[config.mk]
export PLATFORM = sky130hd
export DESIGN_NAME = muldiv_unit
export DESIGN_NICKNAME = d
export VERILOG_FILES = /design/src/rtl/muldiv_pkg.sv /design/src/rtl/muldiv_iter_core.sv /design/src/rtl/muldiv_unit.sv
export SDC_FILE = /design/constraint.sdc
export NUM_CORES = 1
export LEC_CHECK = 0
export CORE_ASPECT_RATIO = 0.7
export CORE_MARGIN = 2
export CORE_UTILIZATION = 40
export CTS_BUF_LIST = sky130_fd_sc_hd__clkbuf_8
export CTS_CLUSTER_SIZE = 20
export DETAILED_ROUTE_END_ITERATION = 6
export PLACE_DENSITY = 0.59
export SETUP_SLACK_MARGIN = 0.02
export SLEW_MARGIN = 20
export SYNTH_ARGS = -nofsm -noshare
export SYNTH_HDL_FRONTEND = slang
export SYNTH_SLANG_ARGS = --single-unit
export TNS_END_PERCENT = 100
[constraint.sdc]
create_clock -name clk_i -period 8.9 [get_ports clk_i]
set_input_delay 1.78 -clock clk_i [delete_from_list [all_inputs] [get_ports clk_i]]
set_output_delay 1.78 -clock clk_i [all_outputs]
set_load 0.02 [all_outputs]
[src/rtl/muldiv_pkg.sv]
// Shared types and decode helpers for the RV32M multiply/divide unit.
//   muldiv_op_e    : operation code, funct3 order
//   muldiv_state_e : control FSM states
//   is_div / is_signed_a / is_signed_b : per-operation decode helpers
package muldiv_pkg;

    typedef enum logic [2:0] {
        OP_MUL    = 3'd0,
        OP_MULH   = 3'd1,
        OP_MULHSU = 3'd2,
        OP_MULHU  = 3'd3,
        OP_DIV    = 3'd4,
        OP_DIVU   = 3'd5,
        OP_REM    = 3'd6,
        OP_REMU   = 3'd7
    } muldiv_op_e;

    typedef enum logic [1:0] {
        IDLE = 2'd0,
        CALC = 2'd1,
        DONE = 2'd2
    } muldiv_state_e;

    function automatic logic is_div(input muldiv_op_e op);
        return (op == OP_DIV) || (op == OP_DIVU) || (op == OP_REM) || (op == OP_REMU);
    endfunction

    function automatic logic is_signed_a(input muldiv_op_e op);
        return (op == OP_MUL) || (op == OP_MULH) || (op == OP_MULHSU) ||
               (op == OP_DIV) || (op == OP_REM);
    endfunction

    function automatic logic is_signed_b(input muldiv_op_e op);
        return (op == OP_MUL) || (op == OP_MULH) || (op == OP_DIV) || (op == OP_REM);
    endfunction

endpackage

[src/rtl/muldiv_iter_core.sv]
// Shared 2*WIDTH accumulator datapath: one shift-add multiply step or one
// restoring-divide step per enabled cycle, working on unsigned magnitudes.
//   load_i      : capture operands (acc = {0, a_mag}, addend/divisor = b_mag)
//   step_i      : advance the accumulator by one iteration
//   div_mode_i  : 1 = restoring divide step, 0 = shift-add multiply step
//   a_mag_i     : multiplier / dividend magnitude
//   b_mag_i     : multiplicand / divisor magnitude
//   acc_step_c  : accumulator value after the current step (combinational);
//                 multiply -> full product, divide -> {remainder, quotient}
module muldiv_iter_core #(
    parameter int unsigned WIDTH = 32
) (
    input  logic                 clk_i,
    input  logic                 reset_n_i,
    input  logic                 load_i,
    input  logic                 step_i,
    input  logic                 div_mode_i,
    input  logic [WIDTH-1:0]     a_mag_i,
    input  logic [WIDTH-1:0]     b_mag_i,
    output logic [2*WIDTH-1:0]   acc_step_c
);

    localparam int unsigned W2 = 2 * WIDTH;

    logic [W2-1:0]    acc_q;
    logic [WIDTH-1:0] opnd_q;
    logic [WIDTH:0]   sum_c;
    logic [WIDTH:0]   trial_c;

    // One iteration of either algorithm
    always_comb begin
        sum_c      = {1'b0, acc_q[W2-1:WIDTH]} + {1'b0, opnd_q};
        // Shifted partial remainder minus divisor; bit WIDTH set means borrow
        trial_c    = {acc_q[W2-1:WIDTH], acc_q[WIDTH-1]} - {1'b0, opnd_q};
        acc_step_c = acc_q;
        if (div_mode_i) begin
            if (!trial_c[WIDTH]) begin
                acc_step_c = {trial_c[WIDTH-1:0], acc_q[WIDTH-2:0], 1'b1};
            end else begin
                acc_step_c = {acc_q[W2-2:0], 1'b0};
            end
        end else begin
            if (acc_q[0]) begin
                acc_step_c = {sum_c, acc_q[WIDTH-1:1]};
            end else begin
                acc_step_c = {1'b0, acc_q[W2-1:1]};
            end
        end
    end

    // Accumulator and operand registers
    always_ff @(posedge clk_i or negedge reset_n_i) begin
        if (!reset_n_i) begin
            acc_q  <= '0;
            opnd_q <= '0;
        end else if (load_i) begin
            acc_q  <= {{WIDTH{1'b0}}, a_mag_i};
            opnd_q <= b_mag_i;
        end else if (step_i) begin
            acc_q  <= acc_step_c;
        end
    end

endmodule

[src/rtl/muldiv_unit.sv]
// Iterative RV32M multiply/divide unit with valid/ready request and result
// handshakes, registered result and zero/negative flags, and flush.
// Optional build macro MULDIV_FAST_MUL_EN: multiplies complete in a single
// cycle through a full-width multiplier; divides stay iterative.
//   clk_i, reset_n_i       : clock, async active-low reset
//   valid_i, ready_o       : request handshake (ready_o high only in IDLE)
//   op_i, a_i, b_i         : operation and operands
//   flush_i                : abort, overrides every other input
//   valid_o, ready_i       : result handshake
//   result_o, zero_flag_o, neg_flag_o : result and its flags
//   busy_o                 : iterating (CALC)
module muldiv_unit
    import muldiv_pkg::*;
#(
    parameter int unsigned WIDTH = 32
) (
    input  logic             clk_i,
    input  logic             reset_n_i,
    input  logic             valid_i,
    output logic             ready_o,
    input  logic [2:0]       op_i,
    input  logic [WIDTH-1:0] a_i,
    input  logic [WIDTH-1:0] b_i,
    input  logic             flush_i,
    output logic             valid_o,
    input  logic             ready_i,
    output logic [WIDTH-1:0] result_o,
    output logic             zero_flag_o,
    output logic             neg_flag_o,
    output logic             busy_o
);

    localparam int unsigned CNT_W = $clog2(WIDTH);
    localparam int unsigned W2    = 2 * WIDTH;
    localparam logic [WIDTH-1:0] MIN_VAL = {1'b1, {(WIDTH-1){1'b0}}};

    muldiv_state_e    state_q, state_d;
    logic [CNT_W-1:0] cnt_q, cnt_d;
    muldiv_op_e       op_q, op_d;
    logic             a_neg_q, a_neg_d;
    logic             b_neg_q, b_neg_d;
    logic [WIDTH-1:0] result_q, result_d;
    logic             valid_q, valid_d;
    logic             ready_q, ready_d;
    logic             busy_q, busy_d;
    logic             zero_q, zero_d;
    logic             neg_q, neg_d;

    muldiv_op_e       op_in_c;
    logic             a_neg_in_c, b_neg_in_c;
    logic [WIDTH-1:0] a_mag_c, b_mag_c;
    logic             direct_c;
    logic [WIDTH-1:0] direct_res_c;
    logic             core_load_c, core_step_c;
    logic [W2-1:0]    core_acc_c;
    logic [W2-1:0]    prod_fix_c;
    logic [WIDTH-1:0] quo_fix_c, rem_fix_c, calc_res_c;

    assign op_in_c = muldiv_op_e'(op_i);

    // Operand signs and magnitudes of the incoming request
    always_comb begin
        a_neg_in_c = is_signed_a(op_in_c) && a_i[WIDTH-1];
        b_neg_in_c = is_signed_b(op_in_c) && b_i[WIDTH-1];
        a_mag_c    = a_neg_in_c ? -a_i : a_i;
        b_mag_c    = b_neg_in_c ? -b_i : b_i;
    end

`ifdef MULDIV_FAST_MUL_EN
    logic [W2-1:0]    fast_prod_c;
    logic [WIDTH-1:0] fast_res_c;

    // Single-cycle multiply on magnitudes with the same sign fix as the iterative path
    always_comb begin
        fast_prod_c = W2'(a_mag_c) * W2'(b_mag_c);
        if (a_neg_in_c ^ b_neg_in_c) begin
            fast_prod_c = -fast_prod_c;
        end
        fast_res_c = (op_in_c == OP_MUL) ? fast_prod_c[WIDTH-1:0] : fast_prod_c[W2-1:WIDTH];
    end
`endif

    // Requests resolved without iterating
    always_comb begin
        direct_c     = 1'b0;
        direct_res_c = '0;
        if (is_div(op_in_c) && (b_i == '0)) begin
            direct_c     = 1'b1;
            direct_res_c = ((op_in_c == OP_DIV) || (op_in_c == OP_DIVU)) ? '1 : a_i;
        end else if (((op_in_c == OP_DIV) || (op_in_c == OP_REM)) &&
                     (a_i == MIN_VAL) && (b_i == '1)) begin
            direct_c     = 1'b1;
            direct_res_c = (op_in_c == OP_DIV) ? a_i : '0;
        end
`ifdef MULDIV_FAST_MUL_EN
        else if (!is_div(op_in_c)) begin
            direct_c     = 1'b1;
            direct_res_c = fast_res_c;
        end
`endif
    end

    muldiv_iter_core #(
        .WIDTH      (WIDTH)
    ) u_core (
        .clk_i      (clk_i),
        .reset_n_i  (reset_n_i),
        .load_i     (core_load_c),
        .step_i     (core_step_c),
        .div_mode_i (is_div(op_q)),
        .a_mag_i    (a_mag_c),
        .b_mag_i    (b_mag_c),
        .acc_step_c (core_acc_c)
    );

    // Sign fix applied to the final iteration's accumulator
    always_comb begin
        prod_fix_c = (a_neg_q ^ b_neg_q) ? -core_acc_c : core_acc_c;
        quo_fix_c  = (a_neg_q ^ b_neg_q) ? -core_acc_c[WIDTH-1:0] : core_acc_c[WIDTH-1:0];
        rem_fix_c  = a_neg_q ? -core_acc_c[W2-1:WIDTH] : core_acc_c[W2-1:WIDTH];
        unique case (op_q)
            OP_MUL:                       calc_res_c = prod_fix_c[WIDTH-1:0];
            OP_MULH, OP_MULHSU, OP_MULHU: calc_res_c = prod_fix_c[W2-1:WIDTH];
            OP_DIV, OP_DIVU:              calc_res_c = quo_fix_c;
            default:                      calc_res_c = rem_fix_c;
        endcase
    end

    // Next-state and output logic
    always_comb begin
        state_d     = state_q;
        cnt_d       = cnt_q;
        op_d        = op_q;
        a_neg_d     = a_neg_q;
        b_neg_d     = b_neg_q;
        result_d    = result_q;
        valid_d     = valid_q;
        core_load_c = 1'b0;
        core_step_c = 1'b0;

        unique case (state_q)
            IDLE: begin
                if (valid_i && ready_q) begin
                    op_d    = op_in_c;
                    a_neg_d = a_neg_in_c;
                    b_neg_d = b_neg_in_c;
                    if (direct_c) begin
                        result_d = direct_res_c;
                        valid_d  = 1'b1;
                        state_d  = DONE;
                    end else begin
                        core_load_c = 1'b1;
                        cnt_d       = CNT_W'(WIDTH - 1);
                        state_d     = CALC;
                    end
                end
            end
            CALC: begin
                core_step_c = 1'b1;
                cnt_d       = cnt_q - CNT_W'(1);
                if (cnt_q == '0) begin
                    result_d = calc_res_c;
                    valid_d  = 1'b1;
                    state_d  = DONE;
                end
            end
            DONE: begin
                if (ready_i) begin
                    valid_d = 1'b0;
                    state_d = IDLE;
                end
            end
            default: state_d = IDLE;
        endcase

        // Flush squashes everything, including a same-cycle request
        if (flush_i) begin
            state_d     = IDLE;
            valid_d     = 1'b0;
            core_load_c = 1'b0;
            core_step_c = 1'b0;
        end

        ready_d = (state_d == IDLE);
        busy_d  = (state_d == CALC);
        zero_d  = (result_d == '0);
        neg_d   = result_d[WIDTH-1];
    end

    // State and output registers
    always_ff @(posedge clk_i or negedge reset_n_i) begin
        if (!reset_n_i) begin
            state_q  <= IDLE;
            cnt_q    <= '0;
            op_q     <= OP_MUL;
            a_neg_q  <= 1'b0;
            b_neg_q  <= 1'b0;
            result_q <= '0;
            valid_q  <= 1'b0;
            ready_q  <= 1'b1;
            busy_q   <= 1'b0;
            zero_q   <= 1'b1;
            neg_q    <= 1'b0;
        end else begin
            state_q  <= state_d;
            cnt_q    <= cnt_d;
            op_q     <= op_d;
            a_neg_q  <= a_neg_d;
            b_neg_q  <= b_neg_d;
            result_q <= result_d;
            valid_q  <= valid_d;
            ready_q  <= ready_d;
            busy_q   <= busy_d;
            zero_q   <= zero_d;
            neg_q    <= neg_d;
        end
    end

    assign ready_o     = ready_q;
    assign valid_o     = valid_q;
    assign busy_o      = busy_q;
    assign result_o    = result_q;
    assign zero_flag_o = zero_q;
    assign neg_flag_o  = neg_q;

endmodule

### After elaboration in Yosys (flattened, before gate mapping)

Index checks and enable logic that the tools add are counted.

* register bits after elaboration: 145
* bits in latches: 0
* bits in writable memories: 0
* memory bits (read-only): 0
* input port bits: 72
* output and inout bits: 37
* memories kept: 0

* add/subtract/negate cells: 8
* multipliers: 0
* div/mod/pow operators: 0
* order comparisons: 0
* equal/unequal tests: 24
* shift-type cells: 0
* mux-type cells: 42
* bitwise logic cells: 1
* reductions and logical operators: 34

Operators with widths (count)
* 2-to-1 mux 64 bit: 6
* 2-to-1 mux 32 bit: 11
* negation 32 bit: 4
* case mux 32 bit (3 select lines): 1
* == test 32 bit, second input constant: 2
* logical NOT 32 bit: 2
* negation 64 bit: 1
* case mux 32 bit (2 select lines): 1
* adder 32 x 32 -> 33 bit: 1
* subtractor 33 x 32 -> 33 bit: 1
* == test 3 bit, second input constant: 8
* logical OR 1 bit: 13
* 2-to-1 mux 1 bit: 13
* != test 3 bit, second input constant: 4
* 2-to-1 mux 2 bit: 5
* 2-to-1 mux 5 bit: 2
* case mux 5 bit (2 select lines): 1
* == test 3 x 2 -> 1 bit, second input constant: 3
* == test 3 x 1 -> 1 bit, second input constant: 2
* logical AND 1 bit: 6
* logical NOT 3 bit: 2
* case mux 2 bit (3 select lines): 1
* logical NOT 5 bit: 1
* AND reduction 5 bit: 1
* 13 further kinds: 17

### Logic depth before layout (Yosys ltp)

Gate-level depths: netlist (run 1).

* word-level depth: 11
* depth in mapped cells: 29
* gate-level depth less buffers: 26

### Hierarchy

Synthesis (run 1) repeated with hierarchy kept, for this count alone.

* cell total of the unflattened synthesis: 2141
* area, all modules: 16231.8 um^2

By module, submodules not included
* muldiv_iter_core: times used 1, cells an instance 1112, area an instance 8941.1 um^2, sequential area each 2402.3 um^2
* muldiv_unit: times used 1, cells an instance 1029, area an instance 7290.7 um^2, sequential area each 1203.7 um^2

### Worst setup path after synthesis (run 1)

OpenSTA, ideal clock, no wires.

* path type: input -> register
* from: in a_i[0]
* to: reg zero_q (netlist: zero_flag_o)
* library setup time: 0.090 ns
* arrival: 5.515 ns
* data required time: 8.810 ns
* slack: 3.295 ns
* stages: 17
* cell sequence: inv_1 -> ha_1 -> or3b_2 -> nor4_1 -> nand4_1 -> o22ai_1 -> nor2b_1 -> clkbuf_1 -> clkbuf_1 -> a21oi_1 -> a211oi_1 -> o21ai_0 -> nor4bb_1 -> o221ai_1 -> nor4_1 -> nand4b_1 -> nor4_2

* cells in the longest elaborated chain, start to end: 9
* elaborated cells between the ends (all ways): 13
* classes of those cells: eq/ne (1); mux (9); reduce/logical (3)

RTL lines
* from (decl): RTL line muldiv_unit.sv:22 `input logic [WIDTH-1:0] a_i,`
* == test 32 bit: RTL line muldiv_unit.sv:91 `(a_i == MIN_VAL) && (b_i == '1)) begin`
* logical AND 1 bit: RTL line muldiv_unit.sv:90 `end else if (((op_in_c == OP_DIV) || (op_in_c == OP_REM)) &&`
* logical AND 1 bit: RTL line muldiv_unit.sv:91
* 2-to-1 mux 32 bit / 2-to-1 mux 1 bit (equally long branches): RTL line muldiv_unit.sv:90
* 2-to-1 mux 32 bit / 2-to-1 mux 1 bit (equally long branches): RTL line muldiv_unit.sv:87 `if (is_div(op_in_c) && (b_i == '0)) begin`
* 2-to-1 mux 32 bit *: RTL line muldiv_unit.sv:147 `if (direct_c) begin`
* 2-to-1 mux 32 bit *: RTL line muldiv_unit.sv:143 `if (valid_i && ready_q) begin`
* case mux 32 bit (2 select lines) *: RTL line muldiv_unit.sv:141 `unique case (state_q)`
* logical NOT 32 bit *: RTL line muldiv_unit.sv:186 `zero_d = (result_d == '0);`
* net zero_d: RTL line muldiv_unit.sv:46 `logic zero_q, zero_d;`
* to (signal assigned): RTL line muldiv_unit.sv:214 `zero_q <= zero_d;`
* to (decl): RTL line muldiv_unit.sv:46

Mark *: on every way through the listed nets, which the timed path passes. The rest lies on a longest branch.
A chain may end at the register's enable or synchronous reset.

### Final worst setup path (run 1)

* from: reg u_core.opnd_q[13]
* to: reg zero_q (netlist: zero_flag_o)

* cells in the longest elaborated chain, start to end: 9
* elaborated cells between the ends (all ways): 15
* classes of those cells: add/sub (5); mux (9); reduce/logical (1)

RTL lines
* from (decl): RTL line muldiv_iter_core.sv:26 `logic [WIDTH-1:0] opnd_q;`
* from (signal assigned): RTL line muldiv_iter_core.sv:58 `opnd_q <= b_mag_i;`
* subtractor 33 x 32 -> 33 bit / adder 32 x 32 -> 33 bit (equally long branches): RTL line muldiv_iter_core.sv:34, muldiv_iter_core.sv:32
* 2-to-1 mux 64 bit (on tied branches): RTL line muldiv_iter_core.sv:37, muldiv_iter_core.sv:43
* 2-to-1 mux 64 bit *: RTL line muldiv_iter_core.sv:36 `if (div_mode_i) begin`
* negation 64 bit, or another cell as far along: RTL line muldiv_unit.sv:118 `prod_fix_c = (a_neg_q ^ b_neg_q) ? -core_acc_c : core_acc_c;`
* 2-to-1 mux 64 bit, or another cell as far along: RTL line muldiv_unit.sv:118
* case mux 32 bit (3 select lines) *: RTL line muldiv_unit.sv:121 `unique case (op_q)`
* 2-to-1 mux 32 bit *: RTL line muldiv_unit.sv:161 `if (cnt_q == '0) begin`
* case mux 32 bit (2 select lines) *: RTL line muldiv_unit.sv:141
* logical NOT 32 bit *: RTL line muldiv_unit.sv:186
* net zero_d: RTL line muldiv_unit.sv:46

Marked as above.

==> metrics.cfg, run 1 <==
[run_status]
status=complete, no violations

[cts]
numCtsBuffers=17
cts_hold_buffers=0
cts-root-buf=clkbuf_8
cts-resized-gates=0
clock-sinks=144
h-tree-depth=4
cts_tree=built
clk_pin_slew_ps=100
clock_latency_ps=530
cts_setup_buffers=0
clockBufferDepth=2

[worst_setup_path]
critPathMaxFanout=15
worstPathArrival_ps=8090
worst_setup_path_start_kind=flip-flop
setup.worst_path.end_class=flip-flop
path_cells=inv_1, ha_1, nand4_1, nor3_1, nand3_1, a21oi_4, o21a_2, nor3_1, a21oi_1, ha_1, and4_1, nand2_1, or3b_2, o21ai_0, xnor2_1, nor2_1, nor2_1, a21oi_1, o31ai_1, o31a_1, o2111ai_1, nor4_1, nand4b_1, nor4_2
slowest_stage=dfrtp_1
slowest_delay_ps=610
crit_type=flip-flop to flip-flop
crit_required_ps=9340

[synth]
yosysUniqueCellTypes=91
avgSynthCellArea_sq_um=7.22
synthArstFlopShare_pct=100
synthCells=2308
synth_flop_cell=dfrtp_1
ys_seq_area_share_pct=21.6
synthSimpleGateAreaFrac_pct=23.9
syn_nets=2456
synthMuxAreaShare_pct=3.11
synth-seq-cells=144
synth_xor_area_share_pct=7.83
synth_area_sq_um=16700
yosysWarnings=0
synth_compound_area_share_pct=32.4
synth_top_family_by_area=compound AO/OA/AOI/OAI gates
synth_edf_count=0
synthAdderAreaFrac_pct=5.79

[flow_run]
drv_cap=0

[cells_and_area]
finalNetCount=2477
final_core_util_pct=45.2
num_antenna_cells=0
drive_gt1_share_pct=5.98
syn2layout_area_growth_pct=11.2

[global_routing]
grt_pass1_wl_um=119000
grt_max_degree=90
antenna_found_initial=3
grt_pass1_vias=17187
grt_remaining_overflow=0
grt_usage_pct=37.2

[routing]
wl_per_cell_um=28.0
dr.pass1.iters=5
drc=0
wl_um=80700
ant_nets=0
drtIter0Drc=2607
drt-vias-per-instance=6.64
num_vias=19152

[pwr]
seqPwrFrac_pct=17.3
leakage_nw=7.05
intPower_mw=2.75
pwr-share-comb_pct=74.9
pwr-share-clk_pct=7.7
irDropWorstVdd_mv=0.154
powerDensity_nw_per_um2=370
switchingPower_mw=4.11
switching_share_pct=59.9

[place]
place_congestion=1.03
portBuffers=108
hpwl_um=64200

[floorplanning]
io_pins=109
dieHeight_um=175
die_area_sq_um=43300
start_util_pct=40.6
rows=62
die_w_um=248
core_sq_um=41000

[timing]
finClkSkew_ps=19.4
finalSetupViolations=0
timing.final.crit_share_pct=85.9
rsz0062_at_grt=false
final.setup.tns_ps=0
relSlewSlack_pct=30.7
slew_violations=0
worst_pin_slew_ps=1040
finalCriticalPeriod_ps=7640
hold_viol_final=0
clock.fmax_ghz=0.131

[worst_hold_path]
worstHoldPathType=flip-flop to flip-flop

power by group through the flow:
stage | sequential (mW) | clock [mW] | combinational [mW]
6_report | 1.19 | 0.531 | 5.14
4_1_cts | 1.17 | 0.534 | 4.91
2_1_floorplan | 1.10 | 0 | 3.19
3_3_place_gp | 1.18 | 0 | 4.90
3_5_place_dp | 1.18 | 0 | 4.89
5_1_grt | 1.21 | 0.559 | 5.44
flip-flops by register name, indices dropped and copies added (netlist names):
register,flops
zero_flag_o,1
b_neg_q,1
state_q,2
ready_o,1
valid_o,1
u_core.acc_q,64
op_q,3
a_neg_q,1
neg_flag_o,1
u_core.opnd_q,32
result_o,31
cnt_q,5
busy_o,1
layer usage:
metal | global-route usage [%] | up-vias | share of wire, %
li1 | - | 8624 | -
met1 | 59.3 | 9339 | 47
met2 | 45.8 | 1115 | 37
met3 | 14.5 | 72 | 14
met4 | 6.29 | 2 | 1.5
met5 | 0 | - | 0.016
cells by family (layout without fill, tap and decap cells):
kind of cell	after synthesis	after routing
mux	51	51
fa+ha+maj	76	76
flops	144	144
simple gates	823	823
compound gates	846	846
xor+xnor	149	149
buf+inv	219	253
through the flow:
step	instances	power (mW)	cell area (sq um)	setup WS (ps)	hold WS (ps)
2_1_floorplan	2308	4.29	16700	3290	472
3_3_place_gp	2854	6.08	18200	1660	496
3_5_place_dp	2854	6.08	18200	1440	518
4_1_cts	2886	6.62	18500	1600	531
5_1_grt	2886	7.21	18500	1000	575
6_report	2886	6.85	18500	1260	536
cells in the final DEF, fill, tap and decap left out, types with 48 or more instances in the layout:
| master | instances |
|---|---|
| ha_1 | 74 |
| xnor2_1 | 89 |
| nand2_1 | 277 |
| inv_1 | 71 |
| nor3_1 | 66 |
| o211ai_1 | 61 |
| xor2_1 | 58 |
| dfrtp_1 | 141 |
| clkdlybuf4s50_1 | 107 |
| nand3_1 | 48 |
| a21oi_1 | 211 |
| nand4_1 | 50 |
| o21ai_0 | 236 |
| nor2_1 | 186 |
synthesized netlist by cell type (11+ instances only):
master      n  area, sq um
a22oi_1    12         90.1
or4_1      17          128
o211ai_1   61          458
or3_1      24          150
o21a_1     19          143
nor3_1     68          340
nor4_1     20          125
a31o_2     12          105
nand4_1    50          313
xor2_1     59          517
and2_1     22          138
dfrtp_1   142         3550
xnor2_1    90          788
nand3_1    48          240
nor2b_1    19          119
a211oi_1   39          293
nand2_1   277         1040
nor2_1    187          702
clkbuf_1  106          398
inv_1      70          263
a21o_1     24          180
or2_2      11         68.8
a21oi_1   212         1060
buf_1      14         52.6
buf_2      21          105
o41ai_1    13          114
mux2i_1    44          440
ha_1       74          926
nand2b_1   18          113
a31oi_1    43          269
o21ai_0   238         1190
and3_1     14         87.6
a221o_1    11          110
o31ai_1    26          195
cell type report:
cell class	instances	area (sq um)
Timing Repair Buffer	150	1400
Fill cell	4266	22500
Multi-Input combinational cell	1945	12200
Clock buffer	18	248
Inverter	71	267
Clock inverter	14	108
Tap cell	544	681
Sequential cell	144	3610
critical path: cells and delay by family, from the launching register on:
| family | cells | cell delay, ps |
|---|---|---|
| adder cells (fa/ha/maj) | 2 | 790 |
| XOR/XNOR | 1 | 260 |
| AO/OA/AOI/OAI | 8 | 2330 |
| AND/OR/NAND/NOR | 12 | 3450 |
| flip-flops | 1 | 610 |
| buffers and inverters | 1 | 90 |
worst paths after layout:
check | from | end | slack (ps) | depth (start not counted)
worst min register to register | cnt_q[0]$_DFFE_PN0P_ | cnt_q[0]$_DFFE_PN0P_ | 540 | 1
min in group asynchronous | reset_n_i | u_core.opnd_q[10]$_DFFE_PN0P_ | 1280 | 1
max in group asynchronous | reset_n_i | u_core.acc_q[24]$_DFFE_PN0P_ | 6250 | 2
worst min-delay path | cnt_q[0]$_DFFE_PN0P_ | cnt_q[0]$_DFFE_PN0P_ | 540 | 1
worst max register to register | u_core.opnd_q[13]$_DFFE_PN0P_ | zero_flag_o$_DFF_PN1_ | 1260 | 24
worst max-delay path | u_core.opnd_q[13]$_DFFE_PN0P_ | zero_flag_o$_DFF_PN1_ | 1260 | 24
Note: power is estimated with default switching activity, not from simulation.
==> inputs of run 2 (changes only) <==
- SKIP_CTS_REPAIR_TIMING: not set -> 1
==> results of run 2 <==
Same layout as run 1: the final DEF is identical, and so are final timing and power.
==> variant 1 (settings of run 1) <==
Register the output `zero_flag_o` once more, with the module's reset; this adds one clock of latency there. The other outputs are not delayed to match.
--- a/src/rtl/muldiv_unit.sv
+++ b/src/rtl/muldiv_unit.sv
@@ -220,7 +220,13 @@
     assign valid_o     = valid_q;
     assign busy_o      = busy_q;
     assign result_o    = result_q;
-    assign zero_flag_o = zero_q;
+    always_ff @(posedge clk_i or negedge reset_n_i) begin
+        if (!reset_n_i) begin
+            zero_flag_o <= '0;
+        end else begin
+            zero_flag_o <= zero_q;
+        end
+    end
     assign neg_flag_o  = neg_q;
 
 endmodule
Behaviour: not the same (a bounded check fails within 4 cycles, from zero or initial values and one cycle with reset_n_i low).
==> variant 1 against run 1 <==
Total power rose by 2.2%; sequential cell count rose by 1; final cell count rose by 2.3%; routed wire length rose by 1.1%; utilization rose by 0.22 points; non-clock buffer count rose by 10; area after synthesis rose by 2.4%; setup slack improved by 0.37 ns; final area rose by 3.5%; maximum frequency rose by 5.0%; global-route usage fell by 1.1 points; clock power rose by 29%; hold slack got worse by 0.11 ns; largest cell class unchanged; largest power group unchanged.
==> variant 1: results (changes against run 1) <==
fillers: 4324  # +1.4%
outcome: "finished clean"
timing.hold.ws_ns: 0.424  # -0.112 ns
gp_congestion: 0.982  # -4.6%
synth_commonest_cells: "284 x nand2_1, 230 x a21oi_1, 195 x nor2_1"
layout_min_cycle_time_ns: 7.28  # -0.367 ns
dr_wl_met2_um: 30700  # +3.0%
cp.arrival_ns: 7.72  # -0.37 ns
worst_path_largest_cell_delay_ns: 0.85  # +0.24 ns
synth_cell_types: 101  # +11%
p_clk_frac: 0.098  # +0.021
synth.area.top_cells: "dfrtp_1 21%, a21oi_1 6.7%, nand2_1 6.2%, o21ai_0 5.7%, ha_1 5.4%"
drtIter0Drc: 2952  # +13%
grt_usage: 0.361  # -0.0108
dpl_cell_area_um2: 18700  # +2.8%
antenna_found_initial: 5  # +2
powerSeq_mw: 1.14  # -4%
worstReg2RegStart: "u_core.acc_q[31]$_DFFE_PN0P_"
wirelength_um: 81600  # +1.1%
dp_hpwl_um: 63200  # -1.6%
peakVddDrop_mv: 0.195  # +26%
seq_area_frac_synth: 0.213  # -0.00355
seq_power_share: 0.163  # -0.010
fin_cells: 2952  # +2.3%
wl_met3_um: 12300  # +5.6%
skew_ns: 0.0262  # +0.00679 ns
grt_pass1_wl_um: 119000  # -0.28%
internal_power_mw: 2.92  # +6.2%
vias: 19898  # +3.9%
synth_warnings: 0  # unchanged
critPathMaxFanout: 9  # -6
cellLeakagePower_nw: 7.44  # +5.5%
routedLengthMet1_um: 37100  # -2.3%
use_met1: 0.544  # -0.0489
==> variant 1: worst min path at each step <==
stage	from	to	cells after the start
5_1_grt	zero_q$_DFF_PN1_	zero_flag_o$_DFF_PN0_	0
4_1_cts	zero_q$_DFF_PN1_	zero_flag_o$_DFF_PN0_	0
3_3_place_gp	zero_q$_DFF_PN1_	zero_flag_o$_DFF_PN0_	0
2_1_floorplan	zero_q$_DFF_PN1_	zero_flag_o$_DFF_PN0_	0
6_report	zero_q$_DFF_PN1_	zero_flag_o$_DFF_PN0_	0
3_5_place_dp	zero_q$_DFF_PN1_	zero_flag_o$_DFF_PN0_	0
==> variant 1: cell families (layout without fill, tap and decap cells) <==
group | after synthesis | in the layout | synth area share
AO/OA/AOI/OAI | 822 | 822 | 0.314
XOR/XNOR | 146 | 146 | 0.0749
adder cells (fa/ha/maj) | 76 | 76 | 0.0566
buffers and inverters | 225 | 268 | 0.0522
flip-flops | 145 | 145 | 0.213
multiplexers | 65 | 65 | 0.0389
other | 0 | 1 | 0
AND/OR/NAND/NOR | 877 | 877 | 0.251
==> variant 1: worst max-delay path: cells and delay by family (launching register included) <==
kind / cells / cell delay (ns)
DFF: 1 / 0.47
adders and majority gates: 3 / 0.90
and+or+nand+nor: 8 / 2.78
AOI/OAI and AO/OA: 10 / 2.49
buffers and inverters: 4 / 0.40
xor gates and xnor gates: 1 / 0.14
==> variant 1: area by class of cell <==
cell class | instances | area share
diodes | 1 | 0.000131
well taps | 552 | 0.0360
clock inverters | 14 | 0.0123
clock buffers | 18 | 0.0129
repair buffers | 160 | 0.0768
multi-input cells | 1986 | 0.657
inverters | 76 | 0.0149
flip-flops and latches | 145 | 0.190
==> variant 2 (settings of run 1) <==
Made on the original files. `WIDTH` is set to 32 in 2 places; all go to 16.
--- a/src/rtl/muldiv_iter_core.sv
+++ b/src/rtl/muldiv_iter_core.sv
@@ -8,7 +8,7 @@
 //   acc_step_c  : accumulator value after the current step (combinational);
 //                 multiply -> full product, divide -> {remainder, quotient}
 module muldiv_iter_core #(
-    parameter int unsigned WIDTH = 32
+    parameter int unsigned WIDTH = 16
 ) (
     input  logic                 clk_i,
     input  logic                 reset_n_i,
--- a/src/rtl/muldiv_unit.sv
+++ b/src/rtl/muldiv_unit.sv
@@ -12,7 +12,7 @@
 module muldiv_unit
     import muldiv_pkg::*;
 #(
-    parameter int unsigned WIDTH = 32
+    parameter int unsigned WIDTH = 16
 ) (
     input  logic             clk_i,
     input  logic             reset_n_i,
Ports: changed (resized a_i, b_i and result_o); port bits go from 109 to 61. The function was not compared with the original's and may differ.
==> variant 2 against run 1 <==
Setup slack improved by 1.3 ns; sequential share of layout area grew 1.4 points; area after synthesis is 49% lower; sequential cell count fell by 65; routed wire length decreased by 62%; total power shrank 51%; final area is 49% lower; largest cell class unchanged; count of clock-buffer cells in the layout decreased by 8.
==> variant 2: results (changes against run 1) <==
grt_usage: 0.274  # -0.0985
holdPathEnd: "cnt_q[3]$_DFFE_PN0P_"
dp_hpwl_um: 24000  # -63%
crit_start: "b_i[0]"
peakVddDrop_mv: 0.173  # +12%
avgRoutedWirePerCell_um: 21.7  # -22%
routedLengthMet1_um: 15500  # -59%
muxShareOfSynthArea: 0.0334  # +0.00227
clkLatencyLatePin_ns: 0.39  # -0.14 ns
avgSynthCellArea_um2: 7.79  # +7.8%
reg2reg_depth: 22  # -8.3%
outcome: "finished clean"
reg2reg_slack_ns: 2.71  # +1.45 ns
worstHoldStart: "cnt_q[3]$_DFFE_PN0P_"
antenna_found_initial: 1  # -2
synth_compound_area_frac: 0.313  # -0.0108
vias: 8908  # -53%
synth_nets: 1180  # -52%
fillers: 2141  # -50%
cts_buffers: 9  # -8
cp.arrival_ns: 6.61  # -1.48 ns
place_ws_ns: 2.27  # +0.824 ns
largest_register_ffs: 32  # -50%
dr_wl_met2_um: 11500  # -61%
cp_slowest_cell: "or4b_2"
grtUsageMet3: 0.0764  # -0.0681
grt_pass1_wl_um: 47400  # -60%
synth_commonest_cells: "136 x nand2_1, 91 x o21ai_0, 86 x nor2_1"
synth_xor_area_frac: 0.0770  # -0.00133
worstMarginPinSlew_ns: 1.02  # -0.0115 ns
fin_cells: 1405  # -51%
p_switching_mw: 1.88  # -54%
grt_pass1_vias: 7982  # -54%
skew_ns: 0.0149  # -0.00445 ns
firstDrtPassIters: 7  # +2
[variant 2: cell count changes in the layout (fill, tap and decap cells not counted), moves of 35 or more]
cell,before,now
a21oi_1,211,78
clkdlybuf4s50_1,107,59
dfrtp_1,141,76
nand2_1,277,136
nand4_1,50,15
nor2_1,186,85
o21ai_0,236,91
xnor2_1,89,38
[variant 2: power groups by stage]
stage                     Clock (mW)  Sequential (mW)  Combinational, mW
final                          0.293            0.629               2.45
after global routing           0.311            0.642               2.67
after CTS                      0.297            0.623               2.37
after detailed placement           0            0.629               2.36
after global placement             0            0.629               2.35
after floorplan                    0            0.579               1.77
[variant 2: layout make-up]
class,instances,share of cell area
multi-input combinational,919,0.645
sequential,79,0.209
timing repair buffer,71,0.0717
tap,276,0.0364
inverter,44,0.0174
clock buffer,10,0.0145
clock inverter,6,0.00646
